## src/rtl/inst_fetch_pkg.sv

```systemverilog
// Shared fetch-path widths, enable encodings and the fetch-queue entry layout.
// Pure definitions, no logic.
package inst_fetch_pkg;

    localparam int InstAddrBus = 32;
    localparam int InstBus     = 32;

    localparam logic ChipEnable  = 1'b1;
    localparam logic ChipDisable = 1'b0;

    typedef struct packed {
        logic [InstAddrBus-1:0] pc;
        logic [InstBus-1:0]     inst;
    } fetch_entry_t;

    // Sequential fetch address; wraps silently at the top of the address space.
    function automatic logic [InstAddrBus-1:0] next_pc(input logic [InstAddrBus-1:0] pc);
        return pc + InstAddrBus'(4);
    endfunction

endpackage

```

## src/rtl/fetch_fifo.sv

```systemverilog
// In-order fetch queue with synchronous flush; flush beats push and pop.
// Latency: push visible at head the cycle after the write edge.
// Backpressure: push accepted only when not full (or popping); pop on empty is ignored.
module fetch_fifo #(
    parameter int Depth = 2,
    parameter int Width = 64
) (
    input  logic                       clk,
    input  logic                       rst_n,
    input  logic                       flush_i,
    input  logic                       push_i,
    input  logic [Width-1:0]           push_dat_i,
    input  logic                       pop_i,
    output logic                       head_vld_o,
    output logic [Width-1:0]           head_dat_o,
    output logic [$clog2(Depth):0]     count_o
);

    localparam int PtrW = $clog2(Depth);
    localparam int CntW = PtrW + 1;

    logic [Width-1:0] mem_q [Depth];
    logic [Width-1:0] mem_d [Depth];
    logic [PtrW-1:0]  wr_ptr_q, wr_ptr_d;
    logic [PtrW-1:0]  rd_ptr_q, rd_ptr_d;
    logic [CntW-1:0]  count_q, count_d;
    logic             push_ok, pop_ok;

    always_comb begin
        pop_ok   = pop_i && !flush_i && (count_q != '0);
        push_ok  = push_i && !flush_i && ((count_q != CntW'(Depth)) || pop_ok);
        wr_ptr_d = wr_ptr_q;
        rd_ptr_d = rd_ptr_q;
        count_d  = count_q;
        mem_d    = mem_q;
        if (flush_i) begin
            wr_ptr_d = '0;
            rd_ptr_d = '0;
            count_d  = '0;
        end else begin
            // Depth is a power of two, so pointer overflow is the modulo wrap.
            if (push_ok) begin
                mem_d[wr_ptr_q] = push_dat_i;
                wr_ptr_d        = wr_ptr_q + PtrW'(1);
            end
            if (pop_ok) begin
                rd_ptr_d = rd_ptr_q + PtrW'(1);
            end
            case ({push_ok, pop_ok})
                2'b10:   count_d = count_q + CntW'(1);
                2'b01:   count_d = count_q - CntW'(1);
                default: count_d = count_q;
            endcase
        end
    end

    always_ff @(posedge clk or negedge rst_n) begin
        if (!rst_n) begin
            wr_ptr_q <= '0;
            rd_ptr_q <= '0;
            count_q  <= '0;
        end else begin
            wr_ptr_q <= wr_ptr_d;
            rd_ptr_q <= rd_ptr_d;
            count_q  <= count_d;
        end
    end

    // Payload storage carries no reset; validity comes from count_q alone.
    always_ff @(posedge clk) begin
        mem_q <= mem_d;
    end

    assign head_vld_o = (count_q != '0);
    assign head_dat_o = head_vld_o ? mem_q[rd_ptr_q] : '0;
    assign count_o    = count_q;

endmodule

```

## src/rtl/inst_fetch.sv

```systemverilog
// Instruction fetch: sequential PC into a combinational ROM, buffered for decode.
// Latency: one cycle from ROM fetch to id_valid_o; redirect target fetched the cycle after branch.
// Backpressure: fetch stalls when the queue is full and decode is not popping; FifoDepth is 2 or 4.
module inst_fetch
    import inst_fetch_pkg::*;
#(
    parameter logic [InstAddrBus-1:0] ResetPc   = 32'h0000_0000,
    parameter int                     FifoDepth = 2
) (
    input  logic                   clk,
    input  logic                   rst,
    output logic                   rom_ce_o,
    output logic [InstAddrBus-1:0] rom_addr_o,
    input  logic [InstBus-1:0]     rom_data_i,
    input  logic                   branch_flag_i,
    input  logic [InstAddrBus-1:0] branch_target_i,
    output logic                   id_valid_o,
    input  logic                   id_ready_i,
    output logic [InstAddrBus-1:0] id_pc_o,
    output logic [InstBus-1:0]     id_inst_o
);

    localparam int CntW = $clog2(FifoDepth) + 1;

    logic                   run_q, run_d;
    logic [InstAddrBus-1:0] pc_q, pc_d;
    logic [CntW-1:0]        count;
    logic                   head_vld;
    fetch_entry_t           head_entry;
    fetch_entry_t           push_entry;
    logic                   fetch;
    logic                   pop;
    logic                   unused_tgt_lsb;

    assign unused_tgt_lsb = ^branch_target_i[1:0];
    assign pop            = head_vld && id_ready_i;

    always_comb begin
        fetch      = run_q && !branch_flag_i && ((count < CntW'(FifoDepth)) || pop);
        run_d      = 1'b1;
        pc_d       = pc_q;
        push_entry = '{pc: pc_q, inst: rom_data_i};
        if (branch_flag_i) begin
            pc_d = {branch_target_i[InstAddrBus-1:2], 2'b00};
        end else if (fetch) begin
            pc_d = next_pc(pc_q);
        end
    end

    always_ff @(posedge clk or negedge rst) begin
        if (!rst) begin
            run_q <= 1'b0;
            pc_q  <= ResetPc;
        end else begin
            run_q <= run_d;
            pc_q  <= pc_d;
        end
    end

    fetch_fifo #(
        .Depth (FifoDepth),
        .Width ($bits(fetch_entry_t))
    ) u_fetch_fifo (
        .clk        (clk),
        .rst_n      (rst),
        .flush_i    (branch_flag_i),
        .push_i     (fetch),
        .push_dat_i (push_entry),
        .pop_i      (pop),
        .head_vld_o (head_vld),
        .head_dat_o (head_entry),
        .count_o    (count)
    );

    assign rom_ce_o   = fetch ? ChipEnable : ChipDisable;
    assign rom_addr_o = fetch ? pc_q : '0;
    assign id_valid_o = head_vld;
    assign id_pc_o    = head_entry.pc;
    assign id_inst_o  = head_entry.inst;

endmodule

```

## config.mk

```make
export PLATFORM = sky130hd
export DESIGN_NAME = inst_fetch
export DESIGN_NICKNAME = d
export VERILOG_FILES = /design/src/rtl/inst_fetch_pkg.sv /design/src/rtl/fetch_fifo.sv /design/src/rtl/inst_fetch.sv
export SDC_FILE = /design/constraint.sdc
export NUM_CORES = 1
export LEC_CHECK = 0
export ABC_AREA = 1
export ABC_CLOCK_PERIOD_IN_PS = 3800
export BUFFER_PORTS_ARGS = -buffer_cell sky130_fd_sc_hd__clkbuf_2
export CAP_MARGIN = 40
export CORE_UTILIZATION = 40
export DETAILED_ROUTE_END_ITERATION = 8
export PLACE_DENSITY = 0.7
export SYNTH_ARGS = -nofsm -noshare
export SYNTH_HDL_FRONTEND = slang
export SYNTH_SLANG_ARGS = --single-unit
```

## constraint.sdc

```tcl
create_clock -name clk -period 3.8 [get_ports clk]
set_input_delay 0.76 -clock clk [delete_from_list [all_inputs] [get_ports clk]]
set_output_delay 0.76 -clock clk [all_outputs]
set_load 0.01 [all_outputs]
```

==> results.toml <==
[run_status]
status = "completed"

[power]
max-vdd-ir-drop_v = 0.000317
p_int_uw = 3500
switching_share_pct = 33.5
pwr-share-clk_pct = 31.7
p_leak_uw = 0.00379
switchingPower_uw = 1760
combPwrFrac_pct = 26.9
powerDensity_nw_per_um2 = 592
seq_power_share_pct = 41.4
totalPowerFinal_uw = 5260

[critical_path]
r2r_setup_slack_ns = 1.43
arrival_ns = 2.26
rr_endpoint = "u_fetch_fifo.mem_q[11]$_DFFE_PP_"
r2r_cells = 5
cp_max_fo = 27
reg2reg_from = "u_fetch_fifo.count_o[1]$_DFFE_PN0P_"
worst-setup-path-type = "input pin to primary output"
worst_ep_required_time_ns = 3.04
end_kind = "primary output"
crit_path_start_kind = "input pin"

[global_routing]
grt_pass1_vias = 5141
grt_max_degree = 65
grt_pass1_wl_mm = 26.7
grt_use_total_pct = 19.1
antenna_found_initial = 0
globalRouteOverflowTotal = 0

[clocking]
clk_latency_ns = 0.41
ctsHoldBuffers = 0
cts-resized-gates = 0
cts.root.buffer_cell = "clkbuf_16"
cts_setup_buffers = 0
cts_max_path_buffers = 2
h-tree-depth = 4
cts_tree = "done"
path_clk_slew_ns = 0.06
cts_sinks = 159
numCtsBuffers = 17

[detailed_routing]
drc = 0
drt_wl_total_mm = 17.2
post_drt_wl_per_cell_um = 15.0
drtAntennaViolNets = 0
viasPerCell = 4.91
vias = 5624
detail_route.iter0.violations = 314
dr.pass1.iters = 5

[sta]
rsz0062_at_grt = "no"
max_slew_margin_pct = 52.2
fmax_mhz = 331
fin_crit_ns = 3.02
fin_setup_tns_ns = 0
setup_viol = 0
hold_viol_final = 0
final_max_slew_viol_count = 0
fin_skew_ns = 0.00761
timing.hold.ws_ns = 0.208
fin_crit_sh_pct = 79.5
worst_pin_slew_ns = 0.717

[place]
dp_hpwl_mm = 11.5
io_buffer_count = 159
place_inst = 1114
gp_congestion = 0.841

[synthesis]
synth_area_um2 = 7240
synth_most_common_cell = "nand2_1"
synth_ff_type = "edfxtp_1"
synth_top_cell_by_area = "edfxtp_1"
synth_edf_count = 124
yosys_warnings = 0
synth_seq_cells = 159
synth_top_area_share_pct = 51.4
synth_area_leaders = "edfxtp_1 (51%), nand2_1 (13%), dfrtp_1 (12%)"
async_flop_share_pct = 22.0
synth_commonest_cells = "nand2_1 (247), edfxtp_1 (124), nor2_1 (69)"
avgSynthCellArea_um2 = 9.66
netlist_instances = 750
seq_area_frac_synth_pct = 63.5
synth_cell_types = 31

[final_layout]
drive_above_1_share_pct = 24.6
final.fill_count = 1592
antennaDiodeCount = 0
fin_nets = 977
multiInputGateArea_um2 = 2270
area_growth_pct = 22.8
regArea_um2 = 4600
fin_cells = 1146
finish.utilization_pct = 50.9

[min_path]
hold_path_class = "input pin to async pin"

[floorplanning]
start_util_pct = 41.4
die_x_um = 137
std_cell_rows = 48
pin_count = 166
core_area_um2 = 17500
die_y_um = 137
die-area_um2 = 18700

[flow_run]
drv_cap = 0
[flip-flops by register name, summed over array words and instances, names as in the netlist]
register / flops
pc_q: 30
run_q: 1
u_fetch_fifo.count_o: 2
u_fetch_fifo.mem_q: 124
u_fetch_fifo.rd_ptr_q: 1
u_fetch_fifo.wr_ptr_q: 1
[area by class of cell]
class / instances / area share (%)
clock inverter: 13 / 1.55
inverter: 63 / 2.66
clock buffer: 19 / 4.98
timing repair buffer: 170 / 10.4
multi-input combinational: 497 / 25.5
tap: 225 / 3.17
sequential: 159 / 51.7
[power groups by stage]
stage | clock, uW | combinational (uW) | sequential (uW)
after floorplan | 0 | 858 | 2180
after global placement | 0 | 1410 | 2200
after detailed placement | 0 | 1440 | 2210
after CTS | 1700 | 1440 | 2180
after global routing | 1770 | 1600 | 2200
final | 1670 | 1420 | 2180
[per-stage QoR]
step           setup slack, ns  cell area (um2)
6_report                 0.778             8890
5_1_grt                  0.635             8890
4_1_cts                  0.769             8890
3_5_place_dp             0.790             8310
3_3_place_gp             0.754             8280
2_1_floorplan            0.352             7260
[per-layer routing]
metal / global-route usage (%) / wire (um) / vias to the layer above
li1: - / - / 2798
met1: 25.6 / 7780 / 2632
met2: 30.5 / 8120 / 174
met3: 4.11 / 1030 / 20
met4: 6.79 / 250 / 0
met5: 0 / 0 / -
[worst max-delay path by stage]
| stage | slack (ns) | cells after the start | start | end |
|---|---|---|---|---|
| 6_report | 0.78 | 5 | branch_flag_i | rom_ce_o |
| 5_1_grt | 0.64 | 6 | u_fetch_fifo.count_o[0]$_DFFE_PN0P_ | id_inst_o[22] |
| 4_1_cts | 0.77 | 5 | branch_flag_i | rom_ce_o |
| 3_5_place_dp | 0.79 | 5 | branch_flag_i | rom_ce_o |
| 3_3_place_gp | 0.75 | 5 | branch_flag_i | rom_ce_o |
| 2_1_floorplan | 0.35 | 5 | branch_flag_i | u_fetch_fifo.mem_q[0]$_DFFE_PP_ |
[critical path: stages]
cell	delay (ns)
clkbuf_2	0.09
inv_2	0.13
nand3_2	0.52
inv_2	0.53
clkbuf_2	0.21
[kinds of logic (layout without fill, tap and decap cells)]
logic type / count (synthesis) / in the layout / synth area share [%]
AOI/OAI and AO/OA: 107 / 107 / 7.93
xor gates and xnor gates: 5 / 5 / 0.605
adders and majority gates: 1 / 1 / 0.173
buffers and inverters: 97 / 265 / 5.53
DFF: 159 / 159 / 63.5
other: 2 / 5 / 0.104
and+or+nand+nor: 379 / 379 / 22.2
[cells in the final DEF (no fill, tap or decap)]
| master | Yosys | final |
|---|---|---|
| clkbuf_1 | 22 | 1 |
| bufinv_16 | 0 | 2 |
| dfrtp_2 | 0 | 1 |
| clkinvlp_4 | 0 | 5 |
| nor2_8 | 1 | 1 |
| clkbuf_8 | 0 | 1 |
| o2111ai_1 | 1 | 1 |
| nand2_2 | 5 | 5 |
| clkbuf_2 | 0 | 159 |
| o22ai_1 | 1 | 1 |
| conb_1 | 2 | 5 |
| a21oi_1 | 65 | 65 |
| o221ai_1 | 2 | 2 |
| nor2_1 | 69 | 67 |
| dfrtp_1 | 35 | 34 |
| clkinv_1 | 0 | 1 |
| clkinv_2 | 0 | 2 |
| nor2_4 | 6 | 8 |
| clkbuf_16 | 0 | 17 |
| edfxtp_1 | 124 | 124 |
| inv_6 | 0 | 3 |
| nand3_2 | 2 | 2 |
| inv_1 | 58 | 58 |
| ha_1 | 1 | 1 |
| inv_2 | 5 | 5 |
| buf_4 | 6 | 7 |
| xor2_1 | 5 | 5 |
| o211ai_1 | 4 | 4 |
| nand4_1 | 11 | 11 |
| nor2_2 | 3 | 3 |
| nand2_1 | 247 | 247 |
| nand3_4 | 1 | 1 |
| o21ai_0 | 27 | 27 |
| o21bai_2 | 1 | 1 |
| o21bai_1 | 4 | 4 |
| buf_8 | 0 | 1 |
| buf_12 | 0 | 3 |
| nand3b_1 | 2 | 2 |
| nand3_1 | 32 | 32 |
| o21ai_1 | 2 | 2 |
Power figures use the tool's default switching activity.
